==> src/rtl/tile_seq_pkg.sv <==
// ---------------------------------------------------------------------------
// tile_seq_pkg
// Shared definitions for the tile sequencer:
//   state_e    - sequencer state encoding
//   ceil_div   - number of ARR-wide tiles that cover a dimension
//   rem_of     - valid rows/columns in tile 'idx' of a dimension
//   word_addr  - (outer * count + inner) * arr + word address arithmetic
// ---------------------------------------------------------------------------
package tile_seq_pkg;

  typedef enum logic [2:0] {
    IDLE,
    CLR_OMEM,
    LOAD_BOTH,
    RUN,
    WAIT,
    BRANCH,
    LOAD_INPUT
  } state_e;

  // arr is a power of two, so the divide reduces to a shift in hardware.
  function automatic logic [31:0] ceil_div(input logic [31:0] x, input logic [31:0] arr);
    return (x + arr - 32'd1) / arr;
  endfunction

  // Last tile of a dimension may be partial; all earlier tiles are full.
  function automatic logic [31:0] rem_of(input logic [31:0] x, input logic [31:0] idx,
                                         input logic [31:0] arr);
    logic [31:0] left;
    left = x - idx * arr;
    return (left > arr) ? arr : left;
  endfunction

  function automatic logic [31:0] word_addr(input logic [31:0] outer, input logic [31:0] count,
                                            input logic [31:0] inner, input logic [31:0] arr,
                                            input logic [31:0] word);
    return (outer * count + inner) * arr + word;
  endfunction

endpackage

==> src/rtl/tile_idx_cnt.sv <==
// ---------------------------------------------------------------------------
// tile_idx_cnt
// Nested tile index counter: t wraps fastest, then m, then n.
// Ports:
//   clk, rst_n    - clock, synchronous active-low reset
//   clr           - force t = m = n = 0 (job start / abort)
//   adv           - step to the next tile (wraps to 0 after the last tile)
//   tt, tm, tn    - tile counts per dimension
//   t, m, n       - current tile indices
//   last          - current tile is the final tile of the job
//   t_wrap        - current t is the last t tile (next step wraps t)
// ---------------------------------------------------------------------------
module tile_idx_cnt #(
  parameter int DIM_W = 6
) (
  input  logic             clk,
  input  logic             rst_n,
  input  logic             clr,
  input  logic             adv,
  input  logic [DIM_W-1:0] tt,
  input  logic [DIM_W-1:0] tm,
  input  logic [DIM_W-1:0] tn,
  output logic [DIM_W-1:0] t,
  output logic [DIM_W-1:0] m,
  output logic [DIM_W-1:0] n,
  output logic             last,
  output logic             t_wrap
);

  logic m_wrap, n_wrap;

  assign t_wrap = (t == tt - DIM_W'(1));
  assign m_wrap = (m == tm - DIM_W'(1));
  assign n_wrap = (n == tn - DIM_W'(1));
  assign last   = t_wrap && m_wrap && n_wrap;

  // NOTE: sequential state uses non-blocking assignments so every register
  // samples pre-edge values, independent of statement order.
  always_ff @(posedge clk) begin
    if (!rst_n || clr) begin
      t <= '0;
      m <= '0;
      n <= '0;
    end else if (adv) begin
      if (!t_wrap) begin
        t <= t + DIM_W'(1);
      end else begin
        t <= '0;
        if (!m_wrap) begin
          m <= m + DIM_W'(1);
        end else begin
          m <= '0;
          n <= n_wrap ? '0 : n + DIM_W'(1);
        end
      end
    end
  end

endmodule

==> src/rtl/tile_seq_ctrl.sv <==
// ---------------------------------------------------------------------------
// tile_seq_ctrl
// Sequences an M x N x T matrix job over an ARR x ARR MAC array, one tile at
// a time (t fastest, then m, then n), generating RAM load strobes, addresses,
// calc enable and clear pulses.
// Ports:
//   CLK, RSTN           - clock, synchronous active-low reset
//   Start, MNT          - job request and {M,N,T}, accepted only in IDLE
//   Tile_Done           - MAC array finished the current tile (WAIT only)
//   LOAD_I, LOAD_W      - input / weight RAM read strobes
//   START_CALC          - MAC calc enable (ARR cycles per tile)
//   ACC                 - accumulate into output memory (n tile != 0)
//   ICOL, WROW          - intra-tile input column / weight row
//   ADDR_I, ADDR_W, ODST- input, weight, output word addresses
//   shamt               - zero-padding shift (ARR - rem_n) * 8
//   CLR_DP, CLR_W       - datapath / weight-buffer clear pulses
//   Busy, Done, Err     - status: not idle, job-end pulse, sticky error
// Build option: define TILE_SEQ_WDOG_EN to bound WAIT with a WD_W-bit
// watchdog that aborts the job with Err when Tile_Done never arrives.
// ---------------------------------------------------------------------------
module tile_seq_ctrl
  import tile_seq_pkg::*;
#(
  parameter int ARR   = 4,
  parameter int DIM_W = 6,
  parameter int AW    = 10,
  parameter int WD_W  = 12
) (
  input  logic                   CLK,
  input  logic                   RSTN,
  input  logic                   Start,
  input  logic [3*DIM_W-1:0]     MNT,
  input  logic                   Tile_Done,
  output logic                   LOAD_I,
  output logic                   LOAD_W,
  output logic                   START_CALC,
  output logic                   ACC,
  output logic [$clog2(ARR)-1:0] ICOL,
  output logic [$clog2(ARR)-1:0] WROW,
  output logic [AW-1:0]          ADDR_I,
  output logic [AW-1:0]          ADDR_W,
  output logic [AW-1:0]          ODST,
  output logic [$clog2(ARR)+2:0] shamt,
  output logic                   CLR_DP,
  output logic                   CLR_W,
  output logic                   Busy,
  output logic                   Done,
  output logic                   Err
);

  localparam int CW  = $clog2(ARR);
  localparam int CW1 = CW + 1;
  localparam int SW  = CW + 3;

  typedef logic [WD_W-1:0] wd_t;

  state_e           state;
  logic [CW-1:0]    cnt;
  logic [DIM_W-1:0] dim_m, dim_n, dim_t;
  logic [DIM_W-1:0] tt, tm, tn, t_idx, m_idx, n_idx;
  logic [CW:0]      rem_t, rem_m, rem_n, load_len;
  logic [CW-1:0]    icnt, wcnt;
  logic             last_tile, t_wrap, dims_ok, accept, in_load;
  logic             load_done, run_done, wd_expired;

  assign dims_ok = (MNT[3*DIM_W-1 -: DIM_W] != '0) && (MNT[2*DIM_W-1 -: DIM_W] != '0)
                && (MNT[DIM_W-1:0] != '0);
  assign accept  = (state == IDLE) && Start && dims_ok;

  assign tt = DIM_W'(ceil_div(32'(dim_t), 32'(ARR)));
  assign tm = DIM_W'(ceil_div(32'(dim_m), 32'(ARR)));
  assign tn = DIM_W'(ceil_div(32'(dim_n), 32'(ARR)));

  tile_idx_cnt #(.DIM_W(DIM_W)) u_idx (
    .clk    (CLK),
    .rst_n  (RSTN),
    .clr    (accept || wd_expired),
    .adv    (state == BRANCH),
    .tt     (tt),
    .tm     (tm),
    .tn     (tn),
    .t      (t_idx),
    .m      (m_idx),
    .n      (n_idx),
    .last   (last_tile),
    .t_wrap (t_wrap)
  );

  assign rem_t = CW1'(rem_of(32'(dim_t), 32'(t_idx), 32'(ARR)));
  assign rem_m = CW1'(rem_of(32'(dim_m), 32'(m_idx), 32'(ARR)));
  assign rem_n = CW1'(rem_of(32'(dim_n), 32'(n_idx), 32'(ARR)));

  // One shared counter walks the load columns and the RUN cycles.
  assign in_load   = (state == LOAD_BOTH) || (state == LOAD_INPUT);
  assign load_len  = ((state == LOAD_BOTH) && (rem_m > rem_t)) ? rem_m : rem_t;
  assign load_done = (CW1'(cnt) + CW1'(1)) == load_len;
  assign run_done  = (cnt == CW'(ARR - 1));

`ifdef TILE_SEQ_WDOG_EN
  // wd holds the number of the current WAIT cycle, starting at 1.
  wd_t wd;
  assign wd_expired = (state == WAIT) && (wd == '1);
`else
  assign wd_expired = 1'b0;
`endif

  always_ff @(posedge CLK) begin
    if (!RSTN) begin
      state <= IDLE;
      cnt   <= '0;
      dim_m <= '0;
      dim_n <= '0;
      dim_t <= '0;
      Err   <= 1'b0;
`ifdef TILE_SEQ_WDOG_EN
      wd    <= '0;
`endif
    end else begin
      case (state)
        IDLE: begin
          if (Start) begin
            if (dims_ok) begin
              dim_m <= MNT[3*DIM_W-1 -: DIM_W];
              dim_n <= MNT[2*DIM_W-1 -: DIM_W];
              dim_t <= MNT[DIM_W-1:0];
              Err   <= 1'b0;
              state <= CLR_OMEM;
            end else begin
              Err <= 1'b1;
            end
          end
        end
        CLR_OMEM: state <= LOAD_BOTH;
        LOAD_BOTH, LOAD_INPUT: begin
          if (load_done) begin
            cnt   <= '0;
            state <= RUN;
          end else begin
            cnt <= cnt + CW'(1);
          end
        end
        RUN: begin
          if (run_done) begin
            cnt   <= '0;
            state <= WAIT;
`ifdef TILE_SEQ_WDOG_EN
            wd    <= WD_W'(1);
`endif
          end else begin
            cnt <= cnt + CW'(1);
          end
        end
        WAIT: begin
`ifdef TILE_SEQ_WDOG_EN
          // Timeout wins over a Tile_Done arriving in the expiring cycle.
          if (wd_expired) begin
            Err   <= 1'b1;
            state <= IDLE;
          end else if (Tile_Done) begin
            state <= BRANCH;
          end
          wd <= wd + WD_W'(1);
`else
          if (Tile_Done) state <= BRANCH;
`endif
        end
        BRANCH: begin
          if (last_tile)   state <= IDLE;
          else if (!t_wrap) state <= LOAD_INPUT;
          else             state <= LOAD_BOTH;
        end
        default: state <= IDLE;
      endcase
    end
  end

  // Strobes decode only registered state/counters, so they are clean and
  // all zero in IDLE (indices are back at 0 after every job or abort).
  assign icnt = in_load ? cnt : '0;
  assign wcnt = (state == LOAD_BOTH) ? cnt : '0;

  assign Busy       = (state != IDLE);
  assign LOAD_I     = ((state == LOAD_BOTH) && (CW1'(cnt) < rem_t)) || (state == LOAD_INPUT);
  assign LOAD_W     = (state == LOAD_BOTH) && (CW1'(cnt) < rem_m);
  assign START_CALC = (state == RUN);
  assign ACC        = (n_idx != '0);
  assign ICOL       = icnt;
  assign WROW       = wcnt;
  assign Done       = (state == BRANCH) && last_tile;
  assign CLR_DP     = (state == CLR_OMEM) || (state == BRANCH) || wd_expired;
  // Weights survive a BRANCH only when the next tile is another t of the
  // same (m, n) pair.
  assign CLR_W      = (state == CLR_OMEM) || ((state == BRANCH) && t_wrap) || wd_expired;

  assign ADDR_I = AW'(word_addr(32'(n_idx), 32'(tt), 32'(t_idx), 32'(ARR), 32'(icnt)));
  assign ADDR_W = AW'(word_addr(32'(n_idx), 32'(tm), 32'(m_idx), 32'(ARR), 32'(wcnt)));
  assign ODST   = AW'(word_addr(32'(m_idx), 32'(tt), 32'(t_idx), 32'(ARR), 32'(icnt)));
  assign shamt  = Busy ? SW'((32'(ARR) - 32'(rem_n)) << 3) : '0;

endmodule

==> config.mk <==
export PLATFORM = sky130hd
export DESIGN_NAME = tile_seq_ctrl
export DESIGN_NICKNAME = d
export VERILOG_FILES = /design/src/rtl/tile_seq_pkg.sv /design/src/rtl/tile_idx_cnt.sv /design/src/rtl/tile_seq_ctrl.sv
export SDC_FILE = /design/constraint.sdc
export NUM_CORES = 1
export LEC_CHECK = 0
export ABC_AREA = 1
export CORE_ASPECT_RATIO = 1.4
export CORE_MARGIN = 8
export CORE_UTILIZATION = 45
export DETAILED_ROUTE_END_ITERATION = 10
export DONT_BUFFER_PORTS = 1
export SYNTH_ARGS = -nofsm -noshare
export SYNTH_HDL_FRONTEND = slang
export SYNTH_SLANG_ARGS = --single-unit
==> constraint.sdc <==
create_clock -name CLK -period 6.15 [get_ports CLK]
set_input_delay 0.615 -clock CLK [delete_from_list [all_inputs] [get_ports CLK]]
set_output_delay 0.615 -clock CLK [all_outputs]
set_load 0.01 [all_outputs]
==> reports/summary.txt <==
Status = finished, final reports clean
RSZ-0062 raised after global routing = no
GRT Overall Usage = 0.180
Pre-CTS setup slack = 1.11 ns
Startpoint class of the critical path = flop
Yosys reg bits = 42
Power Total = 1.78 mW
IO Pins = 70
CTS buffer count = 5
Peak Freq = 189 MHz
Clk pin slew, worst setup/hold paths = 0.07 ns
Most frequent cells in the layout = nand2_1 (153), inv_1 (152), nor2_1 (118)
Largest net degree at the start of global routing = 36
Final Non-Filler Cells = 1064
Distinct cells, synth = 47
Crit path DAT = 4.69 ns
Mapped Avg Cell Area = 6.94 um2
Syn Inst Count = 893
Sum Neg Setup Slack = 0 ns
Register area = 841 um2
Min-delay worst type = input pin to flop
Root buf cell = clkbuf_16
Hold_ws = 0.439 ns
Top Metal Used = met4
Num Clock Sinks = 42
Met2 wire length = 7.75 mm
Initial antenna violation count = 0
Worst Tran Pin Value = 0.942 ns
Initial Util = 0.461
Via count = 5511
CTS Buffer Depth = 2
Resize count post-CTS = 0
Most used cell, CP = nand2_1
IO buf count = 0
WP data required = 5.53 ns
PwrDens = 274 nW/um2
Met3 WL = 732 um
Most common cell after layout, fill and taps aside = nand2_1
Crit-path leading delay family = adder cells
Overflow after GRT = 0
Ant diodes = 0
CP bufs+invs = 5
Final Hold Viols = 0
Vias in the first global route = 5403
Core Area = 13500 um2
Fill count = 1428
CP endpoint kind = output pin
Final setup vio count = 0
Period minus WS final = 5.30 ns
Die area = 17800 um2
Crit path kind = flop to output pin
Drt wl/cell = 14.4 um
Max incr delay on CP = 0.53 ns
Final clock skew = 0.00981 ns
Die X = 115 um
Synth area leader = ha_1
CTS tree = done
Hold buffer count at CTS = 0
Clock Latency Late Sink = 0.29 ns
Share of layout cells above drive strength 1 = 0.0533
Number of cell rows = 50
Die Y-Extent = 155 um
WL final = 15.3 mm
Via density per instance = 5.18
Nets = 1027
DRT antenna net count = 0
Leak = 3.35 nW
CP max FO = 11
Area share of the largest cell type after synthesis = 0.166
RePlAce Congestion = 0.870
DRT Pass-1 Iters = 4
DRC = 0
DP Cell Count = 1056
Worst-path cell chain = inv_1 > nand3_1 > nand2_1 > inv_2 > nand2_1 > fa_1 > inv_1 > ha_1 > fa_1 > inv_1 > fa_1 > inv_1 > ha_1 > a21oi_1 > nand2_1 > nand2_1 > nand2_1 > a21oi_1 > xor2_1 > xor2_1
Worst slew margin relative to its limit = 0.371
Area of the multi-input gates = 4610 um2
Slew Limit Fails = 0
HPWL Detailed = 13.0 mm
Worst setup margin = 0.850 ns
Ys Warns = 0
H-tree depth = 2
Total setup buffers inserted after CTS = 0
Max Cap Violations = 0
Period utilization = 0.862
Mapped Area = 6200 um2
Top cells by area, synth = ha_1 (17%), dfxtp_1 (14%), fa_1 (14%)
Metal-1 WL = 6.59 mm
Post-synthesis sequential area ratio = 0.136
Critical Path Slowest Stage Cell = fa_1
Layout area overhead = 4.36%
Max VDD drop = 0.235 mV
Drt first-iter violations = 205
First-pass GRT wire length = 26.2 mm
==> metal layers <==
layer / global-route usage / vias to the layer above
met1: 0.218 / 2586
met5: 0 / -
met4: 0.0496 / 0
met3: 0.0240 / 17
met2: 0.322 / 105
li1: - / 2803
==> cell usage after synthesis (all sizes together) <==
cell type	count
nand3	58
inv	161
clkinv	3
dfxtp	42
conb	1
a31oi	2
buf	14
nand2	164
a211oi	1
nor3	10
ha	82
nor2b	1
o21a	1
nor4	5
and3	3
nand4	18
clkbuf	9
nor2	126
xor2	33
o21ai	36
and2	3
o221ai	1
xnor2	16
nor3b	1
nand3b	3
a21oi	47
fa	42
o31ai	1
o211ai	3
or2	3
o22ai	3
==> cell families (layout without fill, tap and decap cells) <==
| logic type | Yosys count | in the layout | synth area share |
|---|---|---|---|
| adders and majority gates | 124 | 124 | 0.301 |
| AOI/OAI and AO/OA | 95 | 95 | 0.0808 |
| DFF | 42 | 42 | 0.136 |
| and+or+nand+nor | 395 | 395 | 0.291 |
| other | 1 | 3 | 0.000605 |
| buffers and inverters | 187 | 174 | 0.122 |
| xor gates and xnor gates | 49 | 49 | 0.0693 |
==> area by class of cell <==
type                            instances  share of cell area
Timing Repair Buffer                    2             0.00232
Tap cell                              182              0.0352
Inverter                              164              0.0962
Sequential cell                        42               0.130
Clock buffer                            5              0.0193
Clock inverter                          3             0.00406
Multi-Input combinational cell        666               0.713
==> path summary, 6_finish.rpt <==
kind	from	to	slack, ns	cells past startpoint
max	dim_t[2]	ODST[9]	0.85	20
max reg2reg	u_idx.m[0]	state[2]	2.23	22
min reg2reg	u_idx.n[4]	u_idx.n[4]	0.50	2
min	RSTN	state[2]	0.44	2
==> stage by stage <==
step / util / area, um2
after global placement: 0.470 / 6320
final: 0.481 / 6470
after detailed placement: 0.470 / 6320
after global routing: 0.481 / 6470
after CTS: 0.481 / 6470
after floorplan: - / 6200
==> where the power goes <==
part,switching [mW],internal (mW),total (mW)
sequential,0.0624,0.327,0.389
combinational,0.734,0.371,1.10
clock,0.126,0.155,0.281
total,0.923,0.853,1.78
==> sequential cells by signal (all words and copies together), names as in the netlist <==
signal,flops
Err,1
cnt,2
dim_m,6
dim_n,6
dim_t,6
state,3
u_idx.m,6
u_idx.n,6
u_idx.t,6
==> worst reg2reg max path, delay by kind of cell, from the launching register on <==
family	cells	cell delay [ns]
adder cells (fa/ha/maj)	3	0.99
buffers and inverters	2	0.17
flip-flops	1	0.62
AND/OR/NAND/NOR	17	2.04
Note: power is estimated with default switching activity, not from simulation.
